File: config.mk
export PLATFORM = sky130hd
export DESIGN_NAME = uart_tx_arbiter
export DESIGN_NICKNAME = d
export VERILOG_FILES = /design/src/rtl/uart_tx_arbiter.sv
export SDC_FILE = /design/constraint.sdc
export NUM_CORES = 1
export LEC_CHECK = 0
export CAP_MARGIN = 20
export CORE_MARGIN = 2
export CORE_UTILIZATION = 36
export CTS_CLUSTER_SIZE = 16
export DETAILED_ROUTE_END_ITERATION = 12
export PLACE_DENSITY = 0.73
export REMOVE_ABC_BUFFERS = 1
export SYNTH_ARGS = -nofsm -noshare
export SYNTH_HDL_FRONTEND = slang
export SYNTH_SLANG_ARGS = --single-unit
File: constraint.sdc
create_clock -name clk -period 1.5 [get_ports clk]
set_clock_uncertainty 0.05 [all_clocks]
set_input_delay 0.3 -clock clk [delete_from_list [all_inputs] [get_ports clk]]
set_output_delay 0.3 -clock clk [all_outputs]
set_load 0.05 [all_outputs]
File: src/rtl/uart_tx_arbiter.sv
// uart_tx_arbiter: round-robin arbiter that hands one byte at a time from
// NUM_REQ requesters to a single UART transmitter via a start strobe and
// waits for the transmitter's busy handshake before granting again.
// Optional feature macro: UART_ARB_TIMEOUT_EN -- when defined, WAIT_BUSY
// gives up after TIMEOUT_CYCLES clocks and sets the sticky timeout_err.
module uart_tx_arbiter #(
  parameter int unsigned NUM_REQ        = 4,
  parameter int unsigned START_CYCLES   = 2,
  parameter int unsigned TIMEOUT_CYCLES = 64
) (
  input  logic                   clk,
  input  logic                   reset,
  input  logic [NUM_REQ-1:0]     req_valid,
  input  logic [8*NUM_REQ-1:0]   req_data,
  output logic [NUM_REQ-1:0]     req_ack,
  output logic                   tx_start,
  output logic [7:0]             tx_data,
  input  logic                   busy,
  output logic [2:0]             grant_id,
  output logic                   active,
  output logic                   timeout_err
);

  typedef enum logic [1:0] {
    IDLE,
    START,
    WAIT_BUSY,
    WAIT_DONE
  } state_t;

  localparam int unsigned SCW = (START_CYCLES > 1) ? $clog2(START_CYCLES) : 1;

  if (NUM_REQ < 2 || NUM_REQ > 8 || START_CYCLES < 1 || TIMEOUT_CYCLES < 1) begin : g_bad_params
    $error("uart_tx_arbiter: illegal parameter value");
  end

  state_t               state_q, state_d;
  logic                 tx_start_q, tx_start_d;
  logic [7:0]           tx_data_q, tx_data_d;
  logic [NUM_REQ-1:0]   ack_q, ack_d;
  logic [2:0]           grant_q, grant_d;
  logic [2:0]           ptr_q, ptr_d;
  logic                 active_q, active_d;
  logic [SCW-1:0]       scnt_q, scnt_d;
  logic                 seen_q, seen_d;

  logic                 hit;
  logic [2:0]           win;
  logic [NUM_REQ-1:0]   vscan;
  logic [8*NUM_REQ-1:0] dscan;
  logic [7:0]           win_byte;

`ifdef UART_ARB_TIMEOUT_EN
  localparam int unsigned TW = $clog2(TIMEOUT_CYCLES + 1);
  logic [TW-1:0]        tmo_cnt_q, tmo_cnt_d;
  logic                 tmo_err_q, tmo_err_d;
`endif

  // Round-robin search: indices above the last grant first, then wrap to 0.
  always_comb begin
    hit   = 1'b0;
    win   = '0;
    vscan = '0;
    for (int unsigned j = 0; j < NUM_REQ; j++) begin
      vscan = req_valid >> j;
      if (!hit && (j > 32'(ptr_q)) && vscan[0]) begin
        hit = 1'b1;
        win = 3'(j);
      end
    end
    for (int unsigned j = 0; j < NUM_REQ; j++) begin
      vscan = req_valid >> j;
      if (!hit && (j <= 32'(ptr_q)) && vscan[0]) begin
        hit = 1'b1;
        win = 3'(j);
      end
    end
    dscan    = req_data >> (8 * 32'(win));
    win_byte = dscan[7:0];
  end

  // Next-state and next-output logic for the grant/start/handshake sequence.
  always_comb begin
    state_d    = state_q;
    tx_start_d = tx_start_q;
    tx_data_d  = tx_data_q;
    ack_d      = '0;
    grant_d    = grant_q;
    ptr_d      = ptr_q;
    scnt_d     = scnt_q;
    seen_d     = seen_q;
`ifdef UART_ARB_TIMEOUT_EN
    tmo_cnt_d  = tmo_cnt_q;
    tmo_err_d  = tmo_err_q;
`endif
    case (state_q)
      IDLE: begin
        if (hit) begin
          state_d    = START;
          tx_start_d = 1'b1;
          tx_data_d  = win_byte;
          grant_d    = win;
          ptr_d      = win;
          ack_d      = {{(NUM_REQ-1){1'b0}}, 1'b1} << win;
          scnt_d     = '0;
          seen_d     = 1'b0;
        end
      end
      START: begin
        // busy may rise during any strobe cycle; remember it so the
        // WAIT_BUSY phase is skipped once the strobe completes.
        seen_d = seen_q | busy;
        if (scnt_q == SCW'(START_CYCLES - 1)) begin
          tx_start_d = 1'b0;
          state_d    = (seen_q | busy) ? WAIT_DONE : WAIT_BUSY;
`ifdef UART_ARB_TIMEOUT_EN
          tmo_cnt_d  = '0;
`endif
        end else begin
          scnt_d = scnt_q + 1'b1;
        end
      end
      WAIT_BUSY: begin
        if (busy) begin
          state_d = WAIT_DONE;
`ifdef UART_ARB_TIMEOUT_EN
        end else if (tmo_cnt_q == TW'(TIMEOUT_CYCLES - 1)) begin
          state_d   = IDLE;
          tmo_err_d = 1'b1;
        end else begin
          tmo_cnt_d = tmo_cnt_q + 1'b1;
`endif
        end
      end
      WAIT_DONE: begin
        if (!busy) begin
          state_d = IDLE;
        end
      end
      default: state_d = IDLE;
    endcase
    active_d = (state_d != IDLE);
  end

  // State and registered outputs; reset makes requester 0 the first winner.
  always_ff @(posedge clk) begin
    if (reset) begin
      state_q    <= IDLE;
      tx_start_q <= 1'b0;
      tx_data_q  <= '0;
      ack_q      <= '0;
      grant_q    <= '0;
      ptr_q      <= 3'(NUM_REQ - 1);
      active_q   <= 1'b0;
      scnt_q     <= '0;
      seen_q     <= 1'b0;
`ifdef UART_ARB_TIMEOUT_EN
      tmo_cnt_q  <= '0;
      tmo_err_q  <= 1'b0;
`endif
    end else begin
      state_q    <= state_d;
      tx_start_q <= tx_start_d;
      tx_data_q  <= tx_data_d;
      ack_q      <= ack_d;
      grant_q    <= grant_d;
      ptr_q      <= ptr_d;
      active_q   <= active_d;
      scnt_q     <= scnt_d;
      seen_q     <= seen_d;
`ifdef UART_ARB_TIMEOUT_EN
      tmo_cnt_q  <= tmo_cnt_d;
      tmo_err_q  <= tmo_err_d;
`endif
    end
  end

  assign tx_start = tx_start_q;
  assign tx_data  = tx_data_q;
  assign req_ack  = ack_q;
  assign grant_id = grant_q;
  assign active   = active_q;
`ifdef UART_ARB_TIMEOUT_EN
  assign timeout_err = tmo_err_q;
`else
  assign timeout_err = 1'b0;
`endif

endmodule

# ---- Yosys cells after proc, flatten, opt, wreduce, memory -nomap -nowiden
# Index checks and enable logic that the tools add are counted.
dict set report word_totals {
  reg_bits 24
}
dict set report classes {
  n_addsub 1
  magnitude_cmp 6
  eq_ne 5
  n_shift 2
  n_mux 27
  n_bitwise 3
  reduce_logical 25
}
# op n
set ops {}
lappend ops {{$shr A32 B6 Y8} 1}
lappend ops {{$mux W2} 9}
lappend ops {{$mux W1} 13}
lappend ops {{$logic_and A1 B1 Y1} 12}
lappend ops {{$pmux W2 S4} 1}
lappend ops {{$gt A2 B3 Y1 const A} 2}
lappend ops {{$le A2 B3 Y1 const A} 2}
lappend ops {{$logic_not A1 Y1} 6}
lappend ops {{$pmux W1 S2} 3}
lappend ops {{$eq A2 B2 Y1 const B} 2}
lappend ops {{$ne A2 B2 Y1 const B} 2}
lappend ops {{$reduce_and A2 Y1} 2}
lappend ops {{$reduce_bool A2 Y1} 2}
lappend ops {{$shl A1 B3 Y4 const A} 1}
lappend ops {{$gt A1 B3 Y1 const A} 1}
lappend ops {{$le A1 B3 Y1 const A} 1}
lappend ops {{$mux W3} 1}
lappend ops {{$reduce_and A3 Y1} 1}
lappend ops {{$reduce_or A3 Y1} 1}
lappend ops {{$eq A2 B1 Y1 const B} 1}
lappend ops {{$logic_not A2 Y1} 1}
lappend ops {{$not A1 Y1} 2}
lappend ops {{$add A1 B1 Y1 const B} 1}
lappend ops {{$or A1 B1 Y1} 1}

# ---- Depth between registers and ports, before layout
# Gate-level depths: netlist of the first run.
dict set report depth {
  word_depth 29
  ltp_mapped 7
  mapped_depth_nobuf 5
}

# ---- Worst setup path before layout of the first run
# Ideal clock, no wire load.
dict set report synth_path {
  kind {flip-flop to flip-flop}
  from {reg ptr_q[1]}
  to {reg tx_data_q[0] (netlist: tx_data[0])}
  setup_ns 0.086
  t_arrival_ns 1.362
  slack_ns 0.002
  path_stages_with_launch 7
  n_path_buf 2
  period_less_slack_ns 1.498
  cell_sequence {dfxtp_1 > buf_2 > mux2i_1 > o221ai_4 > buf_8 > mux2i_1 > a221oi_2}
}
dict set report synth_between {
  elab_chain_len 27
}
# element line_no
set synth_lines {}
lappend synth_lines {{start, declared} 42} ;# logic [2:0] ptr_q, ptr_d;
lappend synth_lines {{start signal, assigned} 153} ;# ptr_q <= 3'(NUM_REQ - 1);
lappend synth_lines {{start signal, assigned} 167} ;# ptr_q <= ptr_d;
lappend synth_lines {{$gt A1 B3 Y1} 66} ;# if (!hit && (j > 32'(ptr_q)) && vscan[0]) begin
lappend synth_lines {{$logic_and A1 B1 Y1} 66}
lappend synth_lines {{$mux W1} 66}
lappend synth_lines {{$logic_not A1 Y1} 66}
lappend synth_lines {{$logic_and A1 B1 Y1 (2 in a row)} 66}
lappend synth_lines {{$mux W1} 66}
lappend synth_lines {{$logic_not A1 Y1} 66}
lappend synth_lines {{$logic_and A1 B1 Y1 (2 in a row)} 66}
lappend synth_lines {{(+7 left out)} -}
lappend synth_lines {{$mux W1} 73} ;# if (!hit && (j <= 32'(ptr_q)) && vscan[0]) begin
lappend synth_lines {{$logic_not A1 Y1} 73}
lappend synth_lines {{$logic_and A1 B1 Y1 (2 in a row)} 73}
lappend synth_lines {{$mux W1} 73}
lappend synth_lines {{$logic_not A1 Y1} 73}
lappend synth_lines {{$logic_and A1 B1 Y1 (2 in a row)} 73}
lappend synth_lines {{$mux W3 or $mux W1 (tied branches)} 73}
lappend synth_lines {{$shr A32 B6 Y8 or $reduce_and A2 Y1 (tied branches)} -}
lappend synth_lines {{end signal, assigned} 164} ;# tx_data_q <= tx_data_d;
lappend synth_lines {{end, declared} 39} ;# logic [7:0] tx_data_q, tx_data_d;
# Parallel ways exist; a longest one is shown, timed or not.
# A chain may end at the register's enable or synchronous reset.

# ---- Final worst setup path of the first run
dict set report layout_path {
  from {reg ptr_q[0]}
  to {reg tx_data_q[1] (netlist: tx_data[1])}
}
# Same word-level chain as after synthesis.

==> results.json, run 1 <==
{
  "grt_pass1_wl_um": 6120,
  "drt-total-wl_um": 4000,
  "ctsHoldBuffers": 0,
  "drt-initial-drc-count": 39,
  "ios": 57,
  "cts_root_buffer": "clkbuf_4",
  "ys.flop_type": "dfxtp_1",
  "grtUsageTotal_pct": 22.3,
  "antenna_cells": 0,
  "portBuffers": 54,
  "clk_pin_slew_ns": 0.13,
  "cp.required_ns": 1.69,
  "hold_depth": 2,
  "fin_setup_tns_ns": -0.0356,
  "worst-path-max-fanout": 9,
  "core_area_sq_um": 3050,
  "ir_worst_vdd_mv": 0.508,
  "slew_viol_final": 0,
  "cap_viol_max_count": 0,
  "yosys_warnings": 0,
  "leakage_uw": 0.000929,
  "fin_util_pct": 75.0,
  "insertion_delay_ns": 0.32,
  "start_kind": "register",
  "finalHoldViolCount": 0,
  "placed_cells": 234,
  "first_pass_iters": 4,
  "vias": 1314,
  "min_period_ns": 1.53,
  "die_w_um": 60.8,
  "cts_tree": "yes",
  "die_area_sq_um": 3700,
  "synthDistinctLibCells": 33,
  "setup_viol": 2,
  "antenna_found_initial": 0,
  "worstRegToRegCells": 6,
  "violations": "setup timing",
  "grt_start_max_net_pins": 14,
  "synthArstFlopShare_pct": 0,
  "synth_cells": 125,
  "numCtsBuffers": 3,
  "crit_type": "register to register",
  "worstPathArrival_ns": 1.72,
  "setup_ws_ns": -0.0284,
  "finalCritPeriodShare_pct": 102,
  "max_freq_mhz": 654,
  "worstSetupEndpointType": "register",
  "synth_edf_count": 0,
  "dp_hpwl_um": 2680,
  "remaining_drc_errors": 0,
  "syn_to_final_growth_pct": 96.9,
  "yosysSeqAreaShare_pct": 37.9,
  "initial_utilization_pct": 38.1,
  "die_y_um": 60.8,
  "outcome": "finished, violations left",
  "rsz0062_at_grt": "yes",
  "clockBufferDepth": 2,
  "p_per_area_nw_per_um2": 1080,
  "cts.sink_count": 22,
  "grt_pass1_vias": 1334,
  "final_nets": 240,
  "cts_max_level": 1,
  "gp_congestion": 0.855,
  "nFillCells": 207,
  "synth_seq_cells": 22,
  "netlist_area_sq_um": 1160,
  "hold_ws_ns": 0.472,
  "wl_per_cell_um": 16.4,
  "drive_gt1_share_pct": 42.0,
  "hold_class": "register to register",
  "viasPerCell": 5.39,
  "postSynthAreaPerCell_sq_um": 9.30,
  "drtAntennaViolNets": 0,
  "grt-ovfl-total": 0,
  "final_cells": 244,
  "rows": 20
}
==> metal layers <==
layer | up-vias | part of all wire [%] | track usage (%)
li1 | 608 | - | -
met1 | 617 | 38 | 25.1
met2 | 81 | 51 | 41.2
met3 | 8 | 8.0 | 5.33
met4 | 0 | 2.1 | 6.83
met5 | - | 0 | 0
==> layout by cell type (no fill, tap or decap), types with 2 or more instances in the layout <==
cell type | Yosys | final
a21oi_1 | 11 | 7
a21oi_2 | 1 | 4
a221oi_2 | 8 | 6
a221oi_4 | 0 | 2
buf_12 | 0 | 18
buf_4 | 3 | 19
buf_6 | 0 | 2
clkbuf_4 | 0 | 3
clkdlybuf4s50_1 | 0 | 34
conb_1 | 1 | 2
dfxtp_1 | 22 | 20
dfxtp_4 | 0 | 2
inv_1 | 12 | 11
mux2i_1 | 9 | 6
mux2i_2 | 0 | 2
nand2_1 | 8 | 5
nand2_2 | 0 | 3
nor2_1 | 11 | 9
nor2_2 | 0 | 2
o21ai_0 | 2 | 2
o21ai_1 | 3 | 2
o221ai_1 | 8 | 5
o221ai_2 | 0 | 3
o221ai_4 | 1 | 2
or2_1 | 2 | 2
==> cell usage after synthesis (2+ instances only) <==
master / count / area (sq um)
buf_2: 3 / 15.0
clkbuf_1: 2 / 7.51
nand2_1: 8 / 30.0
dfxtp_1: 22 / 440
nor2_1: 11 / 41.3
mux2i_1: 9 / 90.1
a21oi_1: 11 / 55.1
or2_1: 2 / 12.5
buf_4: 3 / 22.5
a221oi_2: 8 / 120
inv_1: 12 / 45.0
nand2b_1: 2 / 12.5
o21ai_1: 3 / 15.0
o21ai_0: 2 / 10.0
o221ai_1: 8 / 70.1
o2bb2ai_1: 2 / 17.5
==> area by class of cell <==
| cell class | instances | area [sq um] | area share, % |
|---|---|---|---|
| clock inverters | 1 | 30.0 | 1.31 |
| flip-flops and latches | 22 | 448 | 19.6 |
| repair buffers | 77 | 900 | 39.3 |
| inverters | 12 | 47.5 | 2.08 |
| well taps | 44 | 55.1 | 2.41 |
| multi-input cells | 85 | 786 | 34.3 |
| clock buffers | 3 | 22.5 | 0.984 |
==> per-stage QoR <==
step                cell area (sq um)  power, uW  worst slack, ns
finish                           2290       2470          -0.0284
global placement                 2020       1820           -0.534
CTS                              2190       2380         -0.00134
global route                     2290       2570          -0.0711
floorplan                        1110       1260           -0.332
detailed placement               2020       1840           -0.650
==> path summary, 6_finish.rpt <==
| kind | startpoint | to | slack [ns] |
|---|---|---|---|
| worst min-delay path | seen_q | seen_q | 0.47 |
| worst max register to register | ptr_q[0] | tx_data[1] | -0.03 |
| worst max-delay path | ptr_q[0] | tx_data[1] | -0.03 |
| worst min register to register | seen_q | seen_q | 0.47 |
==> worst max-delay path, stage by stage, from the launching register on <==
cell and delay (ns):
dfxtp_4 0.39, nand2b_4 0.16, a21oi_2 0.18, nor3_2 0.08
and2_4 0.17, buf_12 0.14, a221oi_2 0.26
==> cells by family after synthesis <==
kind of cell           count (synthesis)  synth area share [%]
other                                  1                 0.323
DFF                                   22                  37.9
and+or+nand+nor                       30                  13.5
buffers and inverters                 21                  9.04
muxes                                  9                  7.75
AOI/OAI and AO/OA                     42                  31.5
==> timing repair <==
item,CTS,global route
gates cloned,1,1
setup endpoints to repair,19,15
setup buffers,3,1
resized for setup,24,22
pin swaps,6,3
==> flip-flops by register name, summed over array words and instances (netlist names) <==
register and flops:
ptr_q 2, tx_data 8, active 1, grant_id 2, tx_start 1, state_q 2
seen_q 1, scnt_q 1, req_ack 4
==> where the power goes <==
group / internal [uW] / leakage (uW) / switching [uW]
sequential: 669 / 0.000182 / 95.4
clock: 270 / 0.0000279 / 194
combinational: 622 / 0.000719 / 622
Power figures use the tool's default switching activity.
==> run 2, diff against run 1 <==
--- a/config.mk
+++ b/config.mk
@@ -6,10 +6,11 @@
 export NUM_CORES = 1
 export LEC_CHECK = 0
 export CAP_MARGIN = 20
-export CORE_MARGIN = 2
+export CORE_MARGIN = 1.5
 export CORE_UTILIZATION = 36
 export CTS_CLUSTER_SIZE = 16
 export DETAILED_ROUTE_END_ITERATION = 12
+export GPL_TIMING_DRIVEN = 0
 export PLACE_DENSITY = 0.73
 export REMOVE_ABC_BUFFERS = 1
 export SYNTH_ARGS = -nofsm -noshare
==> results.json, run 2 (same netlist as run 1, synthesis figures left out) <==
{
  "min_to": "grant_id[1]",
  "gp_congestion": 0.803,
  "grt_start_max_net_pins": 13,
  "nFillCells": 254,
  "rsz0062_at_grt": "yes",
  "crit_type": "register to register",
  "cts.sink_count": 22,
  "antenna_cells": 0,
  "die_y_um": 59.8,
  "start_kind": "register",
  "grt_pass1_vias": 1127,
  "critical_path_buf_inv_count": 0,
  "portBuffers": 54,
  "cap_viol_max_count": 0,
  "p_per_area_nw_per_um2": 1060,
  "die_w_um": 59.8,
  "timing.rr.end": "tx_data[1]",
  "grt_use_met1_pct": 23.7,
  "violations": "setup timing",
  "dp_hpwl_um": 2210,
  "remaining_drc_errors": 0,
  "drt-total-wl_um": 3460,
  "vias": 1224,
  "leakage_uw": 0.000766,
  "cts_max_level": 1,
  "syn_to_final_growth_pct": 63.9,
  "setup_ws_ns": -0.00935,
  "insertion_delay_ns": 0.31,
  "clockBufferDepth": 2,
  "clk_pin_slew_ns": 0.13,
  "drive_gt1_share_pct": 32.8,
  "final_nets": 226,
  "crit_chain": "mux2i_4 -> o221ai_4 -> mux2i_1 -> a221oi_2",
  "largest_register_ffs": 8,
  "initial_utilization_pct": 38.1,
  "rows": 20,
  "final_common_cell": "clkdlybuf4s50_1",
  "min_period_ns": 1.51,
  "ir_worst_vdd_mv": 0.439,
  "setup_viol": 1,
  "antenna_found_initial": 0,
  "timing.critical_path.max_delay_family": "multiplexers",
  "worst-path-max-fanout": 6,
  "numCtsBuffers": 3,
  "cts_root_buffer": "clkbuf_4",
  "finalCritPeriodShare_pct": 101,
  "reg2reg_slack_ns": -0.009,
  "finalHoldViolCount": 0,
  "die_area_sq_um": 3580,
  "hold_class": "register to register",
  "max_freq_mhz": 663,
  "grt_pass1_wl_um": 5300,
  "ctsHoldBuffers": 0,
  "slowest_delay_ns": 0.42,
  "worstSetupEndpointType": "register",
  "ios": 57,
  "grtUsageMet2_pct": 33.1,
  "r2r_start": "ptr_q[1]",
  "cp.required_ns": 1.69,
  "hold_depth": 2,
  "drt-initial-drc-count": 58,
  "wl_per_cell_um": 15.0,
  "cts_tree": "yes",
  "slowest_stage": "dfxtp_4",
  "grt_use_met3_pct": 4.55,
  "viasPerCell": 5.32,
  "hp-start": "grant_id[1]",
  "final_cell_mix": "clkdlybuf4s50_1, dfxtp_1, clkdlybuf4s15_2",
  "grtUsageTotal_pct": 19.5,
  "first_pass_iters": 4,
  "outcome": "finished, violations left",
  "drtAntennaViolNets": 0,
  "slew_viol_final": 0,
  "fin_util_pct": 62.4,
  "core_area_sq_um": 3050,
  "p_total_uw": 2030,
  "grt-ovfl-total": 0,
  "worstRegToRegCells": 4,
  "worstPathArrival_ns": 1.70,
  "grt-busiest-layer": "met2"
}
-- run 2: cell count changes in the layout (fill, tap and decap cells not counted), moves of 3 or more --
cell,before,now
nor2_4,1,4
o221ai_1,5,8
a21oi_1,7,10
clkbuf_2,1,6
a21oi_2,4,1
buf_4,19,7
buf_12,18,1
clkdlybuf4s15_2,0,13
-- run 2: worst max-delay path by stage --
stage,from,endpoint,cells past startpoint,slack [ns]
final,ptr_q[1],tx_data[1],4,-0.009
after global routing,ptr_q[1],tx_data[5],6,-0.05
after CTS,grant_id[1],grant_id[1],1,0.0002
after detailed placement,req_valid[3],tx_data[5],6,-1.39
after global placement,req_valid[3],tx_data[3],6,-1.31
after floorplan,state_q[1],tx_data[0],5,-0.33
-- run 2: cell type report --
type / instances / area (sq um) / area share, %
Timing Repair Buffer: 63 / 611 / 32.0
Sequential cell: 22 / 448 / 23.5
Inverter: 12 / 45.0 / 2.36
Clock buffer: 4 / 36.3 / 1.90
Tap cell: 44 / 55.1 / 2.89
Multi-Input combinational cell: 85 / 711 / 37.3
-- run 2: through the flow --
stage	worst slack [ns]	cells	setup TNS, ns	hold slack [ns]	area [sq um]
after floorplan	-0.332	117	-2.66	0.319	1110
after global placement	-1.31	215	-16.73	0.393	1700
after detailed placement	-1.39	215	-17.93	0.399	1700
after CTS	0.000224	224	0	0.417	1860
after global routing	-0.0529	230	-0.151	0.462	1910
final	-0.00935	230	-0.00935	0.413	1910
-- run 2: routing by layer --
layer	vias up	share of wire [%]
li1	584	-
met2	66	50
met3	8	9.7
met4	0	1.9
met5	-	0
met1	566	39
-- run 2: power by group --
group	internal (uW)	total, uW	switching [uW]
registers	669	725	56.7
clock network	148	342	193
logic	394	962	568
total	1210	2030	818
-- run 2: worst reg2reg max path, cell delays in order, from the launching register on --
cell and delay, ns:
dfxtp_4 0.42, mux2i_4 0.31, o221ai_4 0.21, mux2i_1 0.18
a221oi_2 0.27
-- run 2: timing repair --
action	4_1_cts	5_1_grt
gates cloned	1	1
gates resized for setup	67	15
setup endpoints to repair	33	16
setup buffers	4	5
pin swaps	4	5
